[src/rtl/defuse_sequencer.sv]
// rtl/defuse_sequencer.sv - defuse request sequencer: seed write, cascade raster scans, pending slot
module defuse_sequencer #(
  parameter int MAX_PASSES = 16,
  parameter int IDX_W      = 5
) (
  input  logic             clk,
  input  logic             rst,
  input  logic [1:0]       level_i,
  input  logic             defuse_req_i,
  input  logic [IDX_W-1:0] defuse_ind_x_i,
  input  logic [IDX_W-1:0] defuse_ind_y_i,
  input  logic             cell_changed_i,
  output logic             busy_o,
  output logic             seed_we_o,
  output logic [IDX_W-1:0] seed_x_o,
  output logic [IDX_W-1:0] seed_y_o,
  output logic             scan_valid_o,
  output logic [IDX_W-1:0] scan_x_o,
  output logic [IDX_W-1:0] scan_y_o,
  output logic [4:0]       pass_count_o,
  output logic             done_o,
  output logic             req_drop_o,
  output logic             req_err_o
);

  localparam int NW = IDX_W + 1;

  typedef enum logic [2:0] {S_IDLE, S_SEED, S_SCAN, S_CHECK, S_DONE} state_t;

  state_t           state_q;
  logic [1:0]       level_q;
  logic             dirty_q;
  logic             pend_valid_q;
  logic [IDX_W-1:0] pend_x_q, pend_y_q;
  logic             busy_q, seed_we_q, scan_valid_q, done_q, req_drop_q, req_err_q;
  logic [IDX_W-1:0] seed_x_q, seed_y_q, scan_x_q, scan_y_q;
  logic [4:0]       pass_count_q;

  logic [NW-1:0]    n_w;
  logic             req_ok, lvl_chg, x_last, y_last, can_repeat;
  logic [IDX_W-1:0] req_x0, req_y0;

  always_comb begin
    n_w = '0;
    case (level_i)
      2'd1:    n_w = NW'(8);
      2'd2:    n_w = NW'(10);
      2'd3:    n_w = NW'(16);
      default: n_w = '0;
    endcase
  end

  // level 0 gives n_w = 0, so every index fails the range test
  assign req_ok = (defuse_ind_x_i != '0) && ({1'b0, defuse_ind_x_i} <= n_w) &&
                  (defuse_ind_y_i != '0) && ({1'b0, defuse_ind_y_i} <= n_w);
  assign req_x0     = defuse_ind_x_i - IDX_W'(1);
  assign req_y0     = defuse_ind_y_i - IDX_W'(1);
  assign lvl_chg    = (level_i != level_q);
  assign x_last     = ({1'b0, scan_x_q} == n_w - NW'(1));
  assign y_last     = ({1'b0, scan_y_q} == n_w - NW'(1));
  assign can_repeat = dirty_q && (int'(pass_count_q) + 1 < MAX_PASSES);

  always_ff @(posedge clk or posedge rst) begin
    if (rst) begin
      state_q      <= S_IDLE;
      level_q      <= '0;
      dirty_q      <= 1'b0;
      pend_valid_q <= 1'b0;
      pend_x_q     <= '0;
      pend_y_q     <= '0;
      busy_q       <= 1'b0;
      seed_we_q    <= 1'b0;
      seed_x_q     <= '0;
      seed_y_q     <= '0;
      scan_valid_q <= 1'b0;
      scan_x_q     <= '0;
      scan_y_q     <= '0;
      pass_count_q <= '0;
      done_q       <= 1'b0;
      req_drop_q   <= 1'b0;
      req_err_q    <= 1'b0;
    end else begin
      seed_we_q  <= 1'b0;
      seed_x_q   <= '0;
      seed_y_q   <= '0;
      done_q     <= 1'b0;
      req_drop_q <= 1'b0;
      req_err_q  <= defuse_req_i && !req_ok;
      level_q    <= level_i;
      if (lvl_chg) pend_valid_q <= 1'b0;

      if (state_q != S_IDLE && lvl_chg) begin
        state_q      <= S_IDLE;
        busy_q       <= 1'b0;
        scan_valid_q <= 1'b0;
        scan_x_q     <= '0;
        scan_y_q     <= '0;
      end else begin
        if (state_q != S_IDLE && defuse_req_i && req_ok) begin
          if (pend_valid_q) begin
            req_drop_q <= 1'b1;
          end else begin
            pend_valid_q <= 1'b1;
            pend_x_q     <= req_x0;
            pend_y_q     <= req_y0;
          end
        end
        case (state_q)
          S_IDLE: begin
            if (pend_valid_q && !lvl_chg) begin
              state_q      <= S_SEED;
              busy_q       <= 1'b1;
              seed_we_q    <= 1'b1;
              seed_x_q     <= pend_x_q;
              seed_y_q     <= pend_y_q;
              pass_count_q <= '0;
              dirty_q      <= 1'b0;
              // slot is freed by this start, so a simultaneous request refills it
              pend_valid_q <= defuse_req_i && req_ok;
              pend_x_q     <= req_x0;
              pend_y_q     <= req_y0;
            end else if (defuse_req_i && req_ok) begin
              state_q      <= S_SEED;
              busy_q       <= 1'b1;
              seed_we_q    <= 1'b1;
              seed_x_q     <= req_x0;
              seed_y_q     <= req_y0;
              pass_count_q <= '0;
              dirty_q      <= 1'b0;
            end
          end
          S_SEED: begin
            state_q      <= S_SCAN;
            scan_valid_q <= 1'b1;
            scan_x_q     <= '0;
            scan_y_q     <= '0;
          end
          S_SCAN: begin
            if (cell_changed_i) dirty_q <= 1'b1;
            if (x_last) begin
              scan_x_q <= '0;
              if (y_last) begin
                scan_y_q     <= '0;
                scan_valid_q <= 1'b0;
                state_q      <= S_CHECK;
              end else begin
                scan_y_q <= scan_y_q + IDX_W'(1);
              end
            end else begin
              scan_x_q <= scan_x_q + IDX_W'(1);
            end
          end
          S_CHECK: begin
            if (int'(pass_count_q) < MAX_PASSES) pass_count_q <= pass_count_q + 5'd1;
            if (can_repeat) begin
              dirty_q      <= 1'b0;
              state_q      <= S_SCAN;
              scan_valid_q <= 1'b1;
            end else begin
              state_q <= S_DONE;
              done_q  <= 1'b1;
            end
          end
          S_DONE: begin
            state_q <= S_IDLE;
            busy_q  <= 1'b0;
          end
          default: state_q <= S_IDLE;
        endcase
      end
    end
  end

  assign busy_o       = busy_q;
  assign seed_we_o    = seed_we_q;
  assign seed_x_o     = seed_x_q;
  assign seed_y_o     = seed_y_q;
  assign scan_valid_o = scan_valid_q;
  assign scan_x_o     = scan_x_q;
  assign scan_y_o     = scan_y_q;
  assign pass_count_o = pass_count_q;
  assign done_o       = done_q;
  assign req_drop_o   = req_drop_q;
  assign req_err_o    = req_err_q;

endmodule

[config.mk]
export PLATFORM = sky130hd
export DESIGN_NAME = defuse_sequencer
export DESIGN_NICKNAME = d
export VERILOG_FILES = /design/src/rtl/defuse_sequencer.sv
export SDC_FILE = /design/constraint.sdc
export NUM_CORES = 1
export LEC_CHECK = 0
export BUFFER_PORTS_ARGS = -buffer_cell sky130_fd_sc_hd__buf_2
export CAP_MARGIN = 20
export CORE_UTILIZATION = 59
export DETAILED_ROUTE_END_ITERATION = 8
export PLACE_DENSITY = 0.83
export SYNTH_ARGS = -nofsm -noshare
export SYNTH_HDL_FRONTEND = slang
export SYNTH_SLANG_ARGS = --single-unit
[constraint.sdc]
create_clock -name clk -period 2.9 [get_ports clk]
set_input_delay 0.29 -clock clk [delete_from_list [all_inputs] [get_ports clk]]
set_output_delay 0.29 -clock clk [all_outputs]
set_load 0.03 [all_outputs]
==> Word-level counts from Yosys, hierarchy flattened <==
Index checks and enable logic that the tools add are counted.
{ "classes": {"add_sub_neg": 7, "order_cmp": 4, "eq_ne": 18, "muxes": 65, "n_bitwise": 1, "n_reduce_logical": 27} }
{ "op_table": {"columns": ["op", "n"], "rows": [
  ["$mux 5", 24],
  ["$pmux 5 s2", 3],
  ["$mux 1", 27],
  ["$mux 3", 6],
  ["$add 5x1->5 const B", 3],
  ["$pmux 5 s3", 1],
  ["$eq 5x6->1", 2],
  ["$le 5x6->1", 2],
  ["$ne 3x3->1 const B", 4],
  ["$pmux 3 s4", 1],
  ["$reduce_bool 3->1", 4],
  ["$logic_and 1x1->1", 10],
  ["$reduce_bool 5->1", 2],
  ["$sub 5x1->5 const B", 2],
  ["$reduce_and 4->1", 2],
  ["$add 5x1->6 const B", 1],
  ["$eq 3x2->1 const B", 2],
  ["$lt 6x5->1 const B", 1],
  ["$ne 2x2->1 const B", 3],
  ["$pmux 1 s3", 2],
  ["$sub 6x1->6 const B", 1],
  ["$lt 5x5->1 const B", 1],
  ["$reduce_and 5->1", 1],
  ["$eq 2x2->1 const B", 2],
  ["13 further kinds", 15]
]} }
{ "word_totals": {"register_bits": 48, "in_bits": 16, "out_inout_bits": 31, "elab_cells": 139} }

==> Logic depth before layout (Yosys ltp) <==
Gate-level depths: netlist (run 1).
{ "depth": {"ltp_word": 11, "ltp_mapped": 10, "mapped_depth_nobuf": 10} }

==> Worst setup path before layout (run 1) <==
No wires, ideal clock.
{ "synth_path": {"path_kind": "input port to flip-flop", "start": "input level_i[0]", "end": "register pass_count_q[4], in the netlist pass_count_o[4]", "arrival_time_ns": 2.171, "setup_slack_ns": 0.604, "cell_stages": 10, "path_buffers": 0, "path_cell_list": "inv_1 ha_1 inv_1 ha_1 nand3_1 nor3_1 o31ai_4 nor2_4 a211o_2 mux2_4"} }
{ "synth_via": {"elab_chain_len": 9} }
{ "synth_lines": {"columns": ["item", "line_no", "rtl"], "rows": [
  ["from (decl)", "8", "input logic [1:0] level_i,"],
  ["$eq 2x2->1 / $eq 2x1->1 (equally long branches)", "45", "case (level_i)"],
  ["$pmux 5 s3", "45", null],
  ["$le 5x6->1", "54", "assign req_ok = (defuse_ind_x_i != '0) && ({1'b0, defuse_ind_x_i} <= n_w) &&"],
  ["$logic_and 1x1->1 (2 in a row)", "54", null],
  ["$logic_and 1x1->1", "55", "(defuse_ind_y_i != '0) && ({1'b0, defuse_ind_y_i} <= n_w);"],
  ["$logic_and 1x1->1", "122", "end else if (defuse_req_i && req_ok) begin"],
  ["$ne 3x3->1 (no line)", null, null],
  ["$reduce_and 4->1 (no line)", null, null],
  ["to (decl)", "37", "logic [4:0] pass_count_q;"]
]} }
Several ways; a longest one is shown, not always the timed one.
A chain may end at the register's enable or synchronous reset.

==> Final worst setup path (run 1) <==
{ "layout_path": {"start": "register level_q[1]", "end": "register pass_count_q[4], in the netlist pass_count_o[4]"} }
{ "layout_via": {"elab_chain_len": 5} }
{ "layout_lines": {"columns": ["item", "line_no", "rtl"], "rows": [
  ["from (decl)", "31", "logic [1:0] level_q;"],
  ["from (signal assigned)", "89", "level_q <= level_i;"],
  ["$ne 2x2->1 (*)", "58", "assign lvl_chg = (level_i != level_q);"],
  ["$logic_not 1->1", "110", "if (pend_valid_q && !lvl_chg) begin"],
  ["$logic_and 1x1->1", "110", null],
  ["$ne 3x3->1 (no line) / $mux 5 (equally long branches)", null, null],
  ["$reduce_and 4->1 (no line) / $pmux 5 s2 (equally long branches)", null, null]
]} }
Mark *: on every way between the ends. The rest lies on a longest branch, timed or not.

==> metrics.cfg, run 1 <==
[layout]
fillers=335
antennaDiodeCount=0
fin_nets=357
mostFrequentLayoutCells=dfrtp_1 (48), buf_2 (46), nand2_1 (29)
drive_gt1_share_pct=22.2
final_common_cell=dfrtp_1
multi_input_area_sq_um=1400
utilization_pct=70.3
area_growth_pct=14.3
seq_area_sq_um=1200
final_area_sq_um=3080

[worst_setup_path]
startpoint=level_q[1]
worstPathMaxFanout=7
cp-start-kind=flip-flop
required_ps=3110
rr_startpoint=level_q[1]
crit_arrival_ps=2550
slowest_delay_ps=480
path_cells=xnor2_1 > and2_1 > nand2_1 > nor3_1 > a211o_2 > mux2_4
timing.critical_path.to=pass_count_o[4]
reg2reg_slack_ps=560
crit_type=flip-flop to flip-flop
r2r_cells=6
slowest_stage=nor3_1
cp-end-kind=flip-flop
r2r-end=pass_count_o[4]

[hold_path]
hp-class=input port to async pin

[global_routing]
grt_max_degree=49
grt_pass1_vias=2102
grtUsageTotal_pct=25.8
antenna_found_initial=0
grt_pass1_wl_mm=9.94
grt-ovfl-total=0

[clocking]
cts_buffers=5
cts_buffer_depth=2
cts_setup_buffers=0
cts_resized=0
clockRootBuffer=clkbuf_8
htreeDepth=2
ctsHoldBuffers=0
cts_tree=done
clk_pin_slew_worst_paths_ps=90
clock_latency_ps=310
cts.sinks=48

[sta]
finalHoldViolations=19
worstMarginPinSlew_ps=501
post-route-min-period_ps=2340
fin_worst_skew_ps=9.52
rsz0062_at_grt=no
slew_violations=0
hold_ws_ps=-24.5
maxClockFrequency_mhz=427
finalCritPeriodShare_pct=80.7
tns_ps=0
slew_headroom_pct=66.3
setup_viol=0

[detailed_routing]
antenna_left=0
wirelength_mm=5.83
first_iter_violations=257
drcViolationCount=0
vias=2273
first_pass_iters=4
viasPerCell=6.03
wl_per_cell_microns=15.5

[power_and_ir_drop]
power_leakage_nw=1.49
powerDensity_nw_per_um2=522
peakVddDrop_v=0.000252

[floorplanning]
die_w_microns=69.6
std_cell_rows=24
core_sq_um=4380
initial_core_util_pct=61.5
io_pins=47
dieHeight_microns=69.6
die-area_sq_um=4850

[yosys]
async_reset_ff_share_pct=100
yosysTopAreaCell=dfrtp_1
synth_cell_types=51
synth_nets=307
synth.top_cell.area_share_pct=44.5
netlist_instances=275
synth_seq_cells=48
synth_area_sq_um=2700
synthFlopType=dfrtp_1
synth_edf_count=0
synthTopCellsByArea=dfrtp_1 (45%), ha_1 (7.4%), o21ai_0 (4.6%)
yosys_warnings=0
ys_seq_area_share_pct=44.5
synth.avg_cell_area_sq_um=9.81

[placed_design]
gp_congestion=0.856
post_dp_cell_area_sq_um=2990
io_buffers=46
hpwl_mm=4.20

[run]
drv_cap=0

[status]
status=complete, but fails checks
violations=negative hold slack

## registers in the layout (all words and copies together) (netlist names)
register and flops:
busy_o 1, seed_we_o 1, dirty_q 1, scan_y_o 5, req_drop_o 1, pend_valid_q 1
done_o 1, pend_x_q 5, pend_y_q 5, state_q 3, seed_x_o 5, scan_x_o 5
seed_y_o 5, level_q 2, pass_count_o 5, scan_valid_o 1, req_err_o 1
## synth_stat cells, types with 2 or more instances
cell and count:
a311oi_1 2, o22ai_1 2, xor2_1 6, a22o_1 4, dfrtp_1 48, nor4_1 4, clkbuf_1 5, nand2b_1 6
a41oi_1 2, nand3_1 9, nor2b_1 2, a211oi_2 2, a21oi_1 10, nor3_1 9, a41o_1 3, nand2_1 29
mux2_2 4, and2_1 3, a22oi_1 2, mux2i_1 3, or3_1 2, a31oi_1 2, nor3b_1 3, ha_1 16
buf_2 2, o21ai_0 25, inv_1 18, o21ai_1 2, or2_2 2, nand4_1 2, a311o_1 4, and3_1 2
a32o_1 3, xnor2_1 7, o21a_1 3, nor2_1 12
## worst min-delay path by stage
stage                     from          end  cells past startpoint
floorplan           level_i[0]   level_q[0]                      0
global placement        busy_o       busy_o                      1
detailed placement  level_i[1]   level_q[1]                      1
CTS                 level_i[1]   level_q[1]                      1
global route               rst  pend_x_q[3]                      2
finish                     rst    req_err_o                      2
## logic make-up after synthesis
group | after synthesis | synth area share, %
compound gates | 76 | 20.4
simple gates | 89 | 16.5
buf+inv | 25 | 3.57
xor+xnor | 13 | 4.22
mux | 8 | 3.34
fa+ha+maj | 16 | 7.42
flops | 48 | 44.5
## report_power, final
part	switching, W	internal [W]
Clock	0.000222	0.000164
Combinational	0.000268	0.000161
Sequential	0.0000533	0.000742
## worst max-delay path: cells and delay by family, from the launching register on
family / cells / cell delay, ps
simple gates: 3 / 1030
flops: 1 / 380
mux: 1 / 310
xor+xnor: 1 / 280
compound gates: 1 / 250
## per-stage QoR
step / setup slack, ps / total power [W] / std cells
floorplan: 604 / 0.00111 / 275
global placement: 343 / 0.00122 / 369
detailed placement: 252 / 0.00123 / 369
CTS: 567 / 0.00161 / 376
global route: 408 / 0.00170 / 377
finish: 558 / 0.00161 / 377
## routing by layer
metal | GRT usage [%] | wire length (microns)
met3 | 4.51 | 239
met5 | 0 | 0
met2 | 37.4 | 2680
met1 | 38.0 | 2800
met4 | 11.1 | 100
## final cells by class
cell class / count / share of cell area, %
well taps: 52 / 2.11
clock buffers: 6 / 2.35
multi-input cells: 202 / 45.4
clock inverters: 1 / 0.162
repair buffers: 50 / 8.84
inverters: 18 / 2.19
flip-flops and latches: 48 / 38.9
(Power assumes the default switching activity.)
==> run 2, diff against run 1 <==
Settings changed: CORE_UTILIZATION 59 to 56, PLACE_DENSITY 0.83 to 0.8.
Clock period 2.9 ns to 2.3 ns, I/O delays scaled along.
==> metrics.cfg, run 2 (synthesis results as in run 1) <==
[status]
status=complete, but fails checks
violations=design-rule violations

[sta]
setup_viol=0
worstMarginPinSlew_ps=534
finalCritPeriodShare_pct=94.2
slew_headroom_pct=64.3
maxClockFrequency_mhz=462
fin_worst_skew_ps=5.85
hold_ws_ps=146
finalHoldViolations=0
post-route-min-period_ps=2170
rsz0062_at_grt=no
slew_violations=0

[detailed_routing]
drcViolationCount=5
antenna_left=0
wl_per_cell_microns=15.4
viasPerCell=5.87
wirelength_mm=6.08
vias=2311
first_iter_violations=167
first_pass_iters=7

[worst_setup_path]
startpoint=level_i[1]
worstPathMaxFanout=5
rr_startpoint=level_q[1]
cp-end-kind=flip-flop
required_ps=2550
cp-start-kind=input port
crit_arrival_ps=2410
crit_type=input port to flip-flop

[power_and_ir_drop]
peakVddDrop_v=0.000488
power_leakage_nw=1.58
powerDensity_nw_per_um2=641
seqPwrFrac_pct=48.5
p_clk_share_pct=23.6
p_int_w=0.00137
total_power_w=0.00206
swShare_pct=33.5
combPwrFrac_pct=27.9
p_sw_w=0.000691

[clocking]
cts_buffers=5
clock_latency_ps=310
cts_setup_buffers=0
cts.sinks=48
clockRootBuffer=clkbuf_8
cts_tree=done
cts_buffer_depth=2
htreeDepth=2
clk_pin_slew_worst_paths_ps=90

[layout]
mostFrequentLayoutCells=dfrtp_1 (48), buf_2 (46), nand2_1 (29)
final_common_cell=dfrtp_1
antennaDiodeCount=0
fillers=349
area_growth_pct=19.4
final_cell_count_no_fill=394
drive_gt1_share_pct=26.0
fin_nets=374

[global_routing]
grt-ovfl-total=0
grtUsageTotal_pct=26.3
grt_max_degree=26
grt_pass1_wl_mm=10.5
grt_pass1_vias=2253
antenna_found_initial=0

[floorplanning]
std_cell_rows=24
core_sq_um=4500
dieHeight_microns=71.4
initial_core_util_pct=59.9
io_pins=47
die_w_microns=71.4
die-area_sq_um=5100

[placed_design]
io_buffers=46
gp_congestion=0.903
placed_cells=386
hpwl_mm=4.52

[run]
drv_cap=0

[hold_path]
hp-class=input port to flip-flop
hold_start=defuse_req_i

## run 2: power groups by stage
stage | Clock, W | Sequential (W) | Combinational [W]
4_1_cts | 0.000490 | 0.00100 | 0.000574
3_3_place_gp | 0 | 0.00101 | 0.000557
2_1_floorplan | 0 | 0.00108 | 0.000318
6_report | 0.000487 | 0.00100 | 0.000575
3_5_place_dp | 0 | 0.00102 | 0.000570
5_1_grt | 0.000519 | 0.00102 | 0.000632
## run 2: worst max-delay path: stages
cell     delay (ps)
buf_2           100
inv_1            60
ha_1            270
inv_1            60
ha_1            300
nand3_1          80
o32ai_1         280
o21ai_1         210
or2_2           390
nor4_1          280
a311o_1         160
## run 2: metal layers
layer / share of wire [%] / global-route usage [%]
met3: 5.6 / 5.49
met4: 1.2 / 8.00
met2: 48 / 41.2
met5: 0 / 0
met1: 46 / 37.1
## run 2: stage by stage
step / setup slack (ps) / setup TNS, ps / util, % / area (sq um)
after global placement: -61.8 / -471 / 69.4 / 3130
after floorplan: 63.7 / 0 / - / 2700
after CTS: 131 / 0 / 71.4 / 3210
after global routing: 39.5 / 0 / 71.5 / 3220
final: 133 / 0 / 71.5 / 3220
after detailed placement: -185 / -2400 / 69.4 / 3130
## run 2: what timing repair did
action	4_1_cts	5_1_grt
hold endpoints to repair	23	0
hold buffers	1	0
setup endpoints to repair	0	1
gates resized for setup	0	1
## run 2: layout make-up
| type | instances | area [sq um] | area share (%) |
|---|---|---|---|
| Multi-Input combinational cell | 202 | 1410 | 43.7 |
| Sequential cell | 48 | 1200 | 37.3 |
| Timing Repair Buffer | 67 | 403 | 12.5 |
| Clock buffer | 6 | 72.6 | 2.25 |
| Inverter | 18 | 67.6 | 2.10 |
| Tap cell | 52 | 65.1 | 2.02 |
| Clock inverter | 1 | 5.00 | 0.155 |
## run 2: worst paths after layout
check | end | slack [ps] | cells past startpoint
min in group asynchronous | req_err_o | 500 | 3
setup / recovery | pend_y_q[2] | 130 | 11
hold / removal | req_err_o | 150 | 2
setup reg to reg | pass_count_o[4] | 290 | 6
hold reg to reg | busy_o | 490 | 1
max in group asynchronous | pend_x_q[4] | 1270 | 4
